[src/rtl/cmp_pkg.sv]
// rtl/cmp_pkg.sv - shared encodings for the bit-serial comparator
package cmp_pkg;

  typedef enum logic [1:0] {
    ST_IDLE = 2'd0,
    ST_RUN  = 2'd1,
    ST_DONE = 2'd2
  } state_e;

  typedef logic [1:0] res_t;

  localparam res_t R_EQ = 2'b00;
  localparam res_t R_GT = 2'b01;
  localparam res_t R_LT = 2'b10;

endpackage

[src/rtl/compare_cell.sv]
// rtl/compare_cell.sv - one-bit compare step reused every cycle by the serial loop
module compare_cell
  import cmp_pkg::*;
(
  input  res_t p_i,
  input  logic a_i,
  input  logic b_i,
  input  logic dir_i,
  output res_t p_next_o,
  output logic decided_o
);

  logic diff;
  res_t bit_res;

  // LSB-first lets every later (more significant) difference overwrite p;
  // MSB-first keeps the first decision because nothing below can outrank it.
  always_comb begin
    diff      = a_i ^ b_i;
    bit_res   = a_i ? R_GT : R_LT;
    decided_o = diff && (p_i == R_EQ);
    p_next_o  = p_i;
    if (diff) begin
      if (!dir_i) begin
        p_next_o = bit_res;
      end else if (p_i == R_EQ) begin
        p_next_o = bit_res;
      end
    end
  end

endmodule

[src/rtl/bit_serial_comparator.sv]
// rtl/bit_serial_comparator.sv - serial unsigned magnitude comparator with start/done handshake
module bit_serial_comparator
  import cmp_pkg::*;
#(
  parameter int WIDTH      = 8,
  parameter bit EARLY_EXIT = 1'b1
) (
  input  logic             clk,
  input  logic             rst_n,
  input  logic             start,
  input  logic             dir,
  input  logic [WIDTH-1:0] a,
  input  logic [WIDTH-1:0] b,
  output logic             in_ready,
  output logic             busy,
  output logic             done,
  output logic             gt,
  output logic             eq,
  output logic             lt,
  output logic             z
);

  localparam int CNT_W = $clog2(WIDTH);

  state_e             state_q, state_d;
  logic [WIDTH-1:0]   a_q, b_q;
  logic               dir_q;
  logic [CNT_W-1:0]   idx_q;
  res_t               p_q;
  res_t               p_next;
  logic               decided;
  logic               gt_q, eq_q, lt_q;
  logic               last_bit;
  logic               leave_run;
  logic               accept;

  compare_cell u_cell (
    .p_i       (p_q),
    .a_i       (a_q[idx_q]),
    .b_i       (b_q[idx_q]),
    .dir_i     (dir_q),
    .p_next_o  (p_next),
    .decided_o (decided)
  );

  assign last_bit  = dir_q ? (idx_q == '0) : (idx_q == CNT_W'(WIDTH - 1));
  assign leave_run = last_bit || (EARLY_EXIT && dir_q && decided);
  assign accept    = in_ready && start;

  // State register
  always_ff @(posedge clk) begin
    if (!rst_n) begin
      state_q <= ST_IDLE;
    end else begin
      state_q <= state_d;
    end
  end

  // Next-state logic; DONE re-enters RUN directly when a new start is waiting
  always_comb begin
    state_d = state_q;
    case (state_q)
      ST_IDLE: if (start) state_d = ST_RUN;
      ST_RUN:  if (leave_run) state_d = ST_DONE;
      ST_DONE: state_d = start ? ST_RUN : ST_IDLE;
      default: state_d = ST_IDLE;
    endcase
  end

  // Handshake outputs decoded from state
  always_comb begin
    in_ready = (state_q == ST_IDLE) || (state_q == ST_DONE);
    busy     = (state_q == ST_RUN);
    done     = (state_q == ST_DONE);
  end

  // Operand latch, bit walk and result capture
  always_ff @(posedge clk) begin
    if (!rst_n) begin
      a_q   <= '0;
      b_q   <= '0;
      dir_q <= 1'b0;
      idx_q <= '0;
      p_q   <= R_EQ;
      gt_q  <= 1'b0;
      eq_q  <= 1'b0;
      lt_q  <= 1'b0;
    end else if (accept) begin
      a_q   <= a;
      b_q   <= b;
      dir_q <= dir;
      idx_q <= dir ? CNT_W'(WIDTH - 1) : '0;
      p_q   <= R_EQ;
      gt_q  <= 1'b0;
      eq_q  <= 1'b0;
      lt_q  <= 1'b0;
    end else if (state_q == ST_RUN) begin
      p_q <= p_next;
      // Hold idx on the final bit so it never steps outside the word
      if (!last_bit) begin
        idx_q <= dir_q ? idx_q - 1'b1 : idx_q + 1'b1;
      end
      if (leave_run) begin
        gt_q <= (p_next == R_GT);
        eq_q <= (p_next == R_EQ);
        lt_q <= (p_next == R_LT);
      end
    end
  end

  assign gt = gt_q;
  assign eq = eq_q;
  assign lt = lt_q;
  assign z  = gt_q;

endmodule
[config.mk]
export PLATFORM = sky130hd
export DESIGN_NAME = bit_serial_comparator
export DESIGN_NICKNAME = d
export VERILOG_FILES = /design/src/rtl/cmp_pkg.sv /design/src/rtl/compare_cell.sv /design/src/rtl/bit_serial_comparator.sv
export SDC_FILE = /design/constraint.sdc
export NUM_CORES = 1
export LEC_CHECK = 0
export BUFFER_PORTS_ARGS = -buffer_cell sky130_fd_sc_hd__buf_2
export CAP_MARGIN = 20
export CELL_PAD_IN_SITES_DETAIL_PLACEMENT = 2
export CELL_PAD_IN_SITES_GLOBAL_PLACEMENT = 2
export CORE_MARGIN = 5
export CORE_UTILIZATION = 32
export CTS_CLUSTER_DIAMETER = 120
export DETAILED_ROUTE_END_ITERATION = 8
export PLACE_DENSITY = 0.78
export SLEW_MARGIN = 20
export SYNTH_ARGS = -nofsm -noshare
export SYNTH_HDL_FRONTEND = slang
export SYNTH_SLANG_ARGS = --single-unit
[constraint.sdc]
create_clock -name clk -period 2.6 [get_ports clk]
set_input_delay 0.52 -clock clk [delete_from_list [all_inputs] [get_ports clk]]
set_output_delay 0.52 -clock clk [all_outputs]
set_load 0.01 [all_outputs]
* Yosys cells after proc, flatten, opt, wreduce, memory -nomap -nowiden
Index checks and enable logic that the tools add are counted.
Storage, ports and cells: bits in registers 27, input port bits 20, output and inout port bits 7, word-level logic and storage cells 54
Cells by class: add/sub/neg operators 2, order comparisons 1, equal/unequal tests 8, multiplexer cells 18, bitwise logic cells 2, reductions and logical operators 14
Operators by type and width (count):
- $mux W3 | 5
- $mux W2 | 6
- $bmux W1 S3 | 2
- $logic_not A2 Y1 | 3
- $pmux W2 S3 | 1
- $reduce_and A2 Y1 | 3
- $eq A2 B1 Y1 const B | 2
- $eq A2 B2 Y1 const B | 2
- $lt A3 B4 Y1 const B | 1
- $mux W1 | 4
- $ne A2 B1 Y1 const B | 2
- $add A3 B1 Y3 const B | 1
- $eq A3 B3 Y1 const B | 1
- $logic_and A1 B1 Y1 | 3
- $logic_not A3 Y1 | 1
- $sub A3 B1 Y3 const B | 1
- $logic_or A1 B1 Y1 | 2
- $ne A2 B2 Y1 const B | 1
- $reduce_bool A2 Y1 | 1
- $reduce_or A2 Y1 | 1
- $not A1 Y1 | 1
- $xor A1 B1 Y1 | 1

* Depth between registers and ports, before layout
Gate-level depths: netlist (run 1).
depth after elaboration 8, mapped depth 7, gate-level depth less buffers 6

* By module
Synthesis (run 1) repeated with hierarchy kept, for this count alone.
Unflattened totals: cell total of the unflattened synthesis 169, area, all modules 1396.3 sq um
Modules (own cells, without submodules):
- bit_serial_comparator | times used 1, cells an instance 158, area each 1335.0 sq um, sequential area each 540.5 sq um
- compare_cell | times used 1, cells an instance 11, area each 61.3 sq um, sequential area each 0.0 sq um

* Least setup slack after synthesis (run 1)
No wires, ideal clock.
path type register to register, start register idx_q[0], end register eq_q (netlist: eq), setup time 0.069 ns, arrival 1.898 ns, required time 2.531 ns, slack 0.633 ns, stages on the path, launching flop included 7, path buffers 1, clock period less this slack 1.967 ns, cell sequence dfxtp_1 buf_6 mux4_1 mux2_2 xnor2_2 or3_1 o21ai_1
On the way: word-level cells in the longest chain between the ends 7, elaborated cells on any way between the ends 17, classes of those cells eq/ne: 1; mux: 9; bitwise: 1; reduce/logical: 6
RTL lines:
- start: declaration | line bit_serial_comparator.sv:28 | logic [CNT_W-1:0] idx_q;
- start signal: assignment | line bit_serial_comparator.sv:92 | idx_q <= dir ? CNT_W'(WIDTH - 1) : '0;
- start signal: assignment | line bit_serial_comparator.sv:101 | idx_q <= dir_q ? idx_q - 1'b1 : idx_q + 1'b1;
- $bmux W1 S3 (on tied branches) | line bit_serial_comparator.sv:39, bit_serial_comparator.sv:40
- $mux W1 (on tied branches) | line bit_serial_comparator.sv:39, bit_serial_comparator.sv:40
- $mux W2 / $xor A1 B1 Y1 (equally long branches) | line compare_cell.sv:20, compare_cell.sv:19
- $mux W2 / $logic_and A1 B1 Y1 (equally long branches) | line compare_cell.sv:26, compare_cell.sv:21
- $mux W2 / $logic_and A1 B1 Y1 (equally long branches) | line compare_cell.sv:24, bit_serial_comparator.sv:47
- $mux W2 / $logic_or A1 B1 Y1 (equally long branches) | line compare_cell.sv:23, bit_serial_comparator.sv:47
- $logic_not A2 Y1 / $reduce_and A2 Y1 (equally long branches)
- end signal: assignment | line bit_serial_comparator.sv:105 | eq_q <= (p_next == R_EQ);
- end: declaration | line bit_serial_comparator.sv:32 | logic gt_q, eq_q, lt_q;
Parallel ways exist; a longest one is shown, timed or not. The select of a mux whose other input is x is not followed. A chain may end at the register's enable or synchronous reset.

* Worst setup path in the final report (run 1)
Same ends and word-level chain as after synthesis.

==> results.txt, run 1 <==
----------------------------------------------------
[Run status]
  Run status ... finished, final reports clean

[Timing]
  Min cycle time layout ... roughly 2.3 ns
  Fmax achieved ... approximately 0.44 GHz
  Period utilization ... 0.883
  TNS Setup ... 0 ns
  Slew Viols, Final ... 0
  Measured slew at the worst slew-check pin ... 0.829 ns
  Final worst setup slack ... between 0.3 and 0.4 ns
  Worst hold slack ... roughly 0.47 ns
  Unrepaired setup endpoints after global routing ... no
  Relative slew margins ... 0.443
  Endpoints failing setup ... 0
  Post-Route Skew ... roughly 0.0012 ns
  Endpoints failing hold ... 0

[Setup path]
  Arrival time at the worst endpoint ... approximately 2.5 ns
  Cell type group with the largest total delay on the critical path ... multiplexers
  Startpoint type of the worst setup path ... flip-flop
  Slowest cell on crit path ... mux4_1
  Critical setup path kind ... flip-flop to flip-flop
  First element of the critical path ... idx_q[0]$_SDFFE_PN0P_
  Required time at the endpoint of the critical path ... 2.81 ns
  Crit path buffers/inverters ... 0
  Maximum net fanout on the critical path ... 8
  Maximum single-stage delay on the critical path ... ~0.64 ns
  CP Cell Sequence ... mux4_1 > mux2_2 > xnor2_2 > or3_1 > o21ai_1
  Kind of capture point of the worst setup path ... flip-flop
  Critical register-to-register path startpoint ... idx_q[0]$_SDFFE_PN0P_

[Yosys]
  Synth async-reset ratio ... 0
  Mapped cell area ... around 1400 um^2
  Proportion of netlist area held by the largest area contributor ... 0.393
  Post-synth top flop ... dfxtp_1
  Cell taking the most area after synthesis ... dfxtp_1
  Synth Area per Inst ... just under 9 um^2
  Post-Synthesis Net Count ... about 180
  Number of unique standard cell types used by synthesis ... 38
  Yosys warns ... 0
  Cells taking the most area after synthesis ... dfxtp_1 39%, nand2_1 10%, a21boi_0 9.8%
  Sequential area share after synthesis ... 0.393
  Gate count after technology mapping ... 156
  Count of flip-flops with a built-in enable after synthesis ... 0
  Flip-flop and latch count after synthesis ... 27

[Placement]
  Total half-perimeter wirelength after legalization and detailed placement ... ~2800 um
  Total of buffers placed on input and output ports ... 26
  Final Wtd Congestion ... about 0.84
  Pre-CTS WS ... approximately 0.32 ns
  Placed cells ... about 220

[Power]
  Switching share of power ... 0.302
  Switching Power ... approximately 270 uW
  Ratio of total power to cell area ... ~570 nW/um^2
  Int Power ... about 630 uW
  Relative contribution of combinational cells to total power ... 0.205
  IR drop worst, VDD ... roughly 0.0003 V
  Total power draw ... around 900 uW
  Clock network fraction of design power ... 0.274
  Leakage ... ~0.00063 uW
  Relative contribution of sequential cells to total power ... 0.521

[Clock tree]
  Post-CTS Hold Buffers ... 0
  TritonCTS clock tree ... built
  Resized Gates After CTS ... 0
  Maximum number of buffers from clock root to sink ... 2
  Root buffer selected by CTS ... clkbuf_8
  TritonCTS Buffers ... 3
  Reg clk slew, reported paths ... about 0.10 ns
  CTS H-Tree Depth ... 1
  Clock insertion delay at the later pin of the skew report ... 0.27 ns
  CTS sink cnt ... 27
  Setup fix buffers added after clock tree synthesis ... 0

[GRT]
  Vias in the first global route ... 1361
  Total global-route track usage ... 0.150
  Antenna violations before repair ... 0
  Largest net degree at the start of global routing ... 25
  Grt ovf ... 0
  Wire length of the first global-routing pass ... about 6500 um

[Layout]
  Layout cells sized above 1 ... 0.209
  Count of non-filler cells in the finished layout ... roughly 230
  Number of nets at the end of the flow ... between 150 and 200
  Most common cell after layout, fill and taps aside ... nand2_1
  Most frequent cells in the layout ... 38 x nand2_1, 27 x dfxtp_1, 26 x buf_2
  Area growth syn-to-layout ... 14.8%
  Filler cell count ... 471
  Antenna diode count ... 0

[Floorplanning]
  Die area ... 5700 um^2
  Chip Width ... about 76 um
  Number of placement rows ... 23
  Initial standard-cell utilization of the core ... 0.336
  Number of top-level pins ... 27
  Placeable core area ... approximately 4000 um^2
  Die Height ... 75.5 um

[Hold path]
  Min-delay worst type ... flip-flop to flip-flop
  Worst min-delay path startpoint ... a_q[0]$_SDFFE_PN0P_

[Route]
  Pre-antenna DRT Iters ... 4
  Total wirelength of the detailed-routed design ... 3840 um
  Avg Vias per Cell ... 5.34
  Routed vias ... about 1200
  Starting DRC count in detailed routing ... 62
  Antenna violation net count after detailed routing ... 0
  Detailed-route wire length per cell ... 16.9 um
  Number of design rule violations left after detail routing ... 0

[Job]
  Max-cap violations ... 0

----------------------------------------------------
-- kinds of logic after synthesis --
logic type / share of synthesized area
multiplexers: 0.103
AND/OR/NAND/NOR: 0.184
XOR/XNOR: 0.0310
buffers and inverters: 0.0610
flip-flops: 0.393
AO/OA/AOI/OAI: 0.213
adder cells (fa/ha/maj): 0.0146
-- flip-flops by register name, indices dropped and copies added (netlist names) --
register / cells
p_q: 2
gt: 1
a_q: 8
b_q: 8
idx_q: 3
eq: 1
state_q: 2
lt: 1
dir_q: 1
-- worst reg2reg max path, cell delays in order (launching register included) --
cell and delay, ns:
dfxtp_1 0.58, mux4_1 0.64, mux2_2 0.34, xnor2_2 0.20, or3_1 0.39, o21ai_1 0.08
-- synthesized netlist by cell type (2+ instances only) --
cell	count
nor2_1	3
o21ai_0	2
nand2b_1	3
xnor2_1	2
nand3_1	4
a21boi_0	18
clkbuf_1	8
nor3_1	2
nor2b_1	2
inv_1	8
o211ai_1	3
mux4_1	2
mux4_2	2
a211oi_1	6
a21oi_1	5
nand2_1	38
dfxtp_1	27
-- stage by stage --
step | util | instance area (um^2)
2_1_floorplan | - | 1370
3_3_place_gp | 0.374 | 1530
3_5_place_dp | 0.374 | 1530
4_1_cts | 0.386 | 1580
5_1_grt | 0.386 | 1580
6_report | 0.386 | 1580
-- power by group through the flow --
stage          Clock [uW]  Sequential (uW)  Combinational (uW)
2_1_floorplan           0              457                 149
6_report              248              470                 185
3_3_place_gp            0              477                 172
4_1_cts               251              470                 189
3_5_place_dp            0              480                 185
5_1_grt               272              474                 207
-- final timing paths --
path,to,slack [ns],depth (start not counted)
worst min register to register,a_q[0]$_SDFFE_PN0P_,0.47,2
worst max-delay path,eq$_SDFFE_PP0P_,0.30,5
worst max register to register,eq$_SDFFE_PP0P_,0.30,5
worst min-delay path,a_q[0]$_SDFFE_PN0P_,0.47,2
-- layout make-up --
class                      instances  area [um^2]  share of cell area
multi-input combinational        110          749               0.475
sequential                        27          541               0.343
tap                               50         62.6              0.0397
clock buffer                       3         41.3              0.0262
inverter                           8         30.0              0.0190
clock inverter                     1         7.51             0.00476
timing repair buffer              28          145              0.0921
-- layer usage --
metal / up-vias / wire length [um] / track usage
li1: 581 / - / -
met1: 615 / 1770 / 0.195
met2: 14 / 1960 / 0.264
met3: 2 / 76 / 0.0158
met4: 0 / 30 / 0.0408
met5: - / 0 / 0
No activity file was read; power rests on OpenSTA's default activity.
==> inputs of run 2 (changes only) <==
ABC_AREA = 1   (was default)
CORE_UTILIZATION = 29   (was 32)
PLACE_DENSITY = 0.76   (was 0.78)
==> run 2 against run 1 <==
  * Area after synthesis is essentially flat
  * Count of clock-buffer cells in the layout is the same
  * First-iteration DRC count shrank 45%
  * Maximum frequency grew 21%
  * Critical endpoint is now gt$_SDFFE_PP0P_
  * Via count grew 6.2%
  * Largest cell class unchanged
  * Worst hold slack lost 0.011 ns
  * Sequential share of layout area shrank 0.19 points
  * Design area grew 0.56%
==> results.txt, run 2 <==
----------------------------------------------------
[Run status]
  Run status ... finished, final reports clean

[Floorplanning]
  Die Height ... 78.8 um
  Chip Width ... 78.8 um
  Initial standard-cell utilization of the core ... 0.294
  Number of top-level pins ... 27
  Placeable core area ... ~4700 um^2
  Number of placement rows ... 25
  Die area ... approximately 6200 um^2

[Power]
  IR drop worst, VDD ... between 0.0002 and 0.00025 V
  Ratio of total power to cell area ... around 700 nW/um^2
  Leakage ... roughly 0.00077 uW

[Timing]
  Endpoints failing setup ... 0
  TNS Setup ... 0 ns
  Endpoints failing hold ... 0
  Fmax achieved ... 0.526 GHz
  Min cycle time layout ... around 1.9 ns
  Slew Viols, Final ... 0
  Relative slew margins ... 0.736
  Unrepaired setup endpoints after global routing ... no
  Worst hold slack ... 0.464 ns
  Period utilization ... 0.732
  Measured slew at the worst slew-check pin ... between 0.3 and 0.4 ns
  Post-Route Skew ... approximately 0.005 ns

[Yosys]
  Synthesized-area fraction occupied by ao, oa, aoi and oai cells ... 0.204
  Proportion of netlist area held by the largest area contributor ... 0.394
  Gate count after technology mapping ... 193
  Count of flip-flops with a built-in enable after synthesis ... 0
  Xor and xnor area share after synthesis ... 0.0191
  Largest family of logic cells by synthesized area ... simple AND/OR/NAND/NOR gates
  Most common cell in the netlist ... nand2_1
  Fraction of synthesized area in multiplexers ... 0
  Adder and majority gate portion of the synthesized area ... 0.0146
  Synth Area per Inst ... 7.11 um^2
  Post-synth top flop ... dfxtp_1
  Number of unique standard cell types used by synthesis ... 27
  Sequential area share after synthesis ... 0.394
  Yosys warns ... 0
  Cells taking the most area after synthesis ... dfxtp_1 39%, nand2_1 12%, inv_1 8.2%
  Post-synthesis simple-gate area fraction ... 0.247
  Post-Synthesis Net Count ... 214
  Top cells by count, synth ... 43 x nand2_1, 30 x inv_1, 27 x dfxtp_1, 20 x a21oi_1, 20 x o21ai_0
  Flip-flop and latch count after synthesis ... 27
  Mapped cell area ... about 1400 um^2
  Synth async-reset ratio ... 0
  Cell taking the most area after synthesis ... dfxtp_1

[Setup path]
  Required time at the endpoint of the critical path ... approximately 2.8 ns
  Flop2flop setup slack ... roughly 0.7 ns
  Maximum single-stage delay on the critical path ... 0.57 ns
  Slowest cell on crit path ... dfxtp_1
  R2R depth ... 12
  Critical register-to-register path startpoint ... idx_q[0]$_SDFFE_PN0P_
  CP Cell Sequence ... inv_2 > nand2_1 > nand3_1 > nand3_1 > nand2_1 > nand2_1 > nand3_2 > nand2_2 > nand2_4 > inv_2 > nand3_1 > a21oi_1
  First element of the critical path ... idx_q[0]$_SDFFE_PN0P_
  R2R Path End ... gt$_SDFFE_PP0P_
  Crit path buffers/inverters ... 2
  Maximum net fanout on the critical path ... 11
  Arrival time at the worst endpoint ... between 2 and 2.5 ns
  Kind of capture point of the worst setup path ... flip-flop
  Startpoint type of the worst setup path ... flip-flop
  Critical setup path kind ... flip-flop to flip-flop
  Cell type group with the largest total delay on the critical path ... simple AND/OR/NAND/NOR gates

[Clock tree]
  Post-CTS Hold Buffers ... 0
  CTS sink cnt ... 27
  Reg clk slew, reported paths ... ~0.10 ns
  Resized Gates After CTS ... 0
  Clock insertion delay at the later pin of the skew report ... ~0.28 ns
  TritonCTS Buffers ... 3
  Maximum number of buffers from clock root to sink ... 2
  CTS H-Tree Depth ... 1
  Setup fix buffers added after clock tree synthesis ... 0
  TritonCTS clock tree ... built
  Root buffer selected by CTS ... clkbuf_8

[GRT]
  Met3 usage ... 0.0159
  Grt ovf ... 0
  Routing usage on met1 ... 0.164
  GR peak layer ... met2
  Global routing met2 resource utilization ... 0.234
  Wire length of the first global-routing pass ... between 6000 and 7000 um
  Total global-route track usage ... 0.132
  Largest net degree at the start of global routing ... 34
  Vias in the first global route ... between 1000 and 1500
  Antenna violations before repair ... 0

[Layout]
  Antenna diode count ... 0
  Count of non-filler cells in the finished layout ... 270
  Area growth syn-to-layout ... 15.5%
  Most common cell after layout, fill and taps aside ... nand2_1
  Layout cells sized above 1 ... 0.208
  Largest registers ... a_q (8), b_q (8), idx_q (3)
  Number of nets at the end of the flow ... ~240
  Most frequent cells in the layout ... 43 x nand2_1, 30 x inv_1, 27 x dfxtp_1

[Hold path]
  Worst hold path stage count ... 2
  Hold path endpoint ... b_q[7]$_SDFFE_PN0P_
  Worst min-delay path startpoint ... b_q[7]$_SDFFE_PN0P_
  Min-delay worst type ... flip-flop to flip-flop

[Route]
  Number of design rule violations left after detail routing ... 0
  Starting DRC count in detailed routing ... 34
  Total wirelength of the detailed-routed design ... between 3000 and 4000 um
  Pre-antenna DRT Iters ... 4
  Detailed-route wire length per cell ... ~14 um
  Routed vias ... around 1300
  Antenna violation net count after detailed routing ... 0
  Avg Vias per Cell ... approximately 4.8

[Placement]
  Total of buffers placed on input and output ports ... 26
  Total half-perimeter wirelength after legalization and detailed placement ... 2830 um
  Final Wtd Congestion ... roughly 0.76
  Placed cells ... around 270

[Job]
  Max-cap violations ... 0

----------------------------------------------------
## run 2: changes by cell type after synthesis, sizes merged, moves of 4 or more
cell,before,now
nand2,38,48
a21boi,18,0
nand3,4,17
inv,8,33
a21oi,5,22
mux4,4,0
o21ai,3,20
a211oi,6,0
## run 2: power by group
part / internal, uW / switching, uW
clock network: 113 / 140
logic: 129 / 237
registers: 455 / 35.2
## run 2: final cells by class
type                       count  area (um^2)
inverter                      33          124
sequential                    27          541
multi-input combinational    125          666
clock buffer                   3         41.3
clock inverter                 1         8.76
timing repair buffer          27          138
fill                         566         3080
tap                           54         67.6
## run 2: how the worst max path moves through the flow
stage | to | slack, ns | cells past startpoint
floorplan | idx_q[1]$_SDFFE_PN0P_ | 1.18 | 4
global placement | p_q[0]$_SDFFE_PP0P_ | 0.77 | 11
detailed placement | p_q[0]$_SDFFE_PP0P_ | 0.70 | 11
CTS | gt$_SDFFE_PP0P_ | 0.66 | 12
global route | p_q[0]$_SDFFE_PP0P_ | 0.40 | 11
finish | gt$_SDFFE_PP0P_ | 0.70 | 12
## run 2: routing by layer
| layer | vias to the layer above | wire length, um |
|---|---|---|
| met5 | - | 0 |
| met4 | 0 | 29 |
| met3 | 2 | 79 |
| met2 | 14 | 1810 |
| met1 | 607 | 1760 |
| li1 | 664 | - |
## run 2: tightest hold or removal path: stages (launching register included)
cell and delay (ns):
dfxtp_1 0.31, inv_1 0.06, a21oi_1 0.06
## run 2: logic make-up after synthesis
family | count (synthesis)
AND/OR/NAND/NOR | 71
AO/OA/AOI/OAI | 50
buffers and inverters | 41
flip-flops | 27
XOR/XNOR | 3
adder cells (fa/ha/maj) | 1
## run 2: stage by stage
stage | cell area, um^2 | power, uW | setup slack [ns] | util
final | 1590 | 1110 | 0.698 | 0.340
after global routing | 1590 | 1200 | 0.400 | 0.340
after detailed placement | 1540 | 870 | 0.701 | 0.329
after floorplan | 1370 | 775 | 1.18 | -
after global placement | 1540 | 858 | 0.771 | 0.329
after CTS | 1590 | 1140 | 0.657 | 0.340
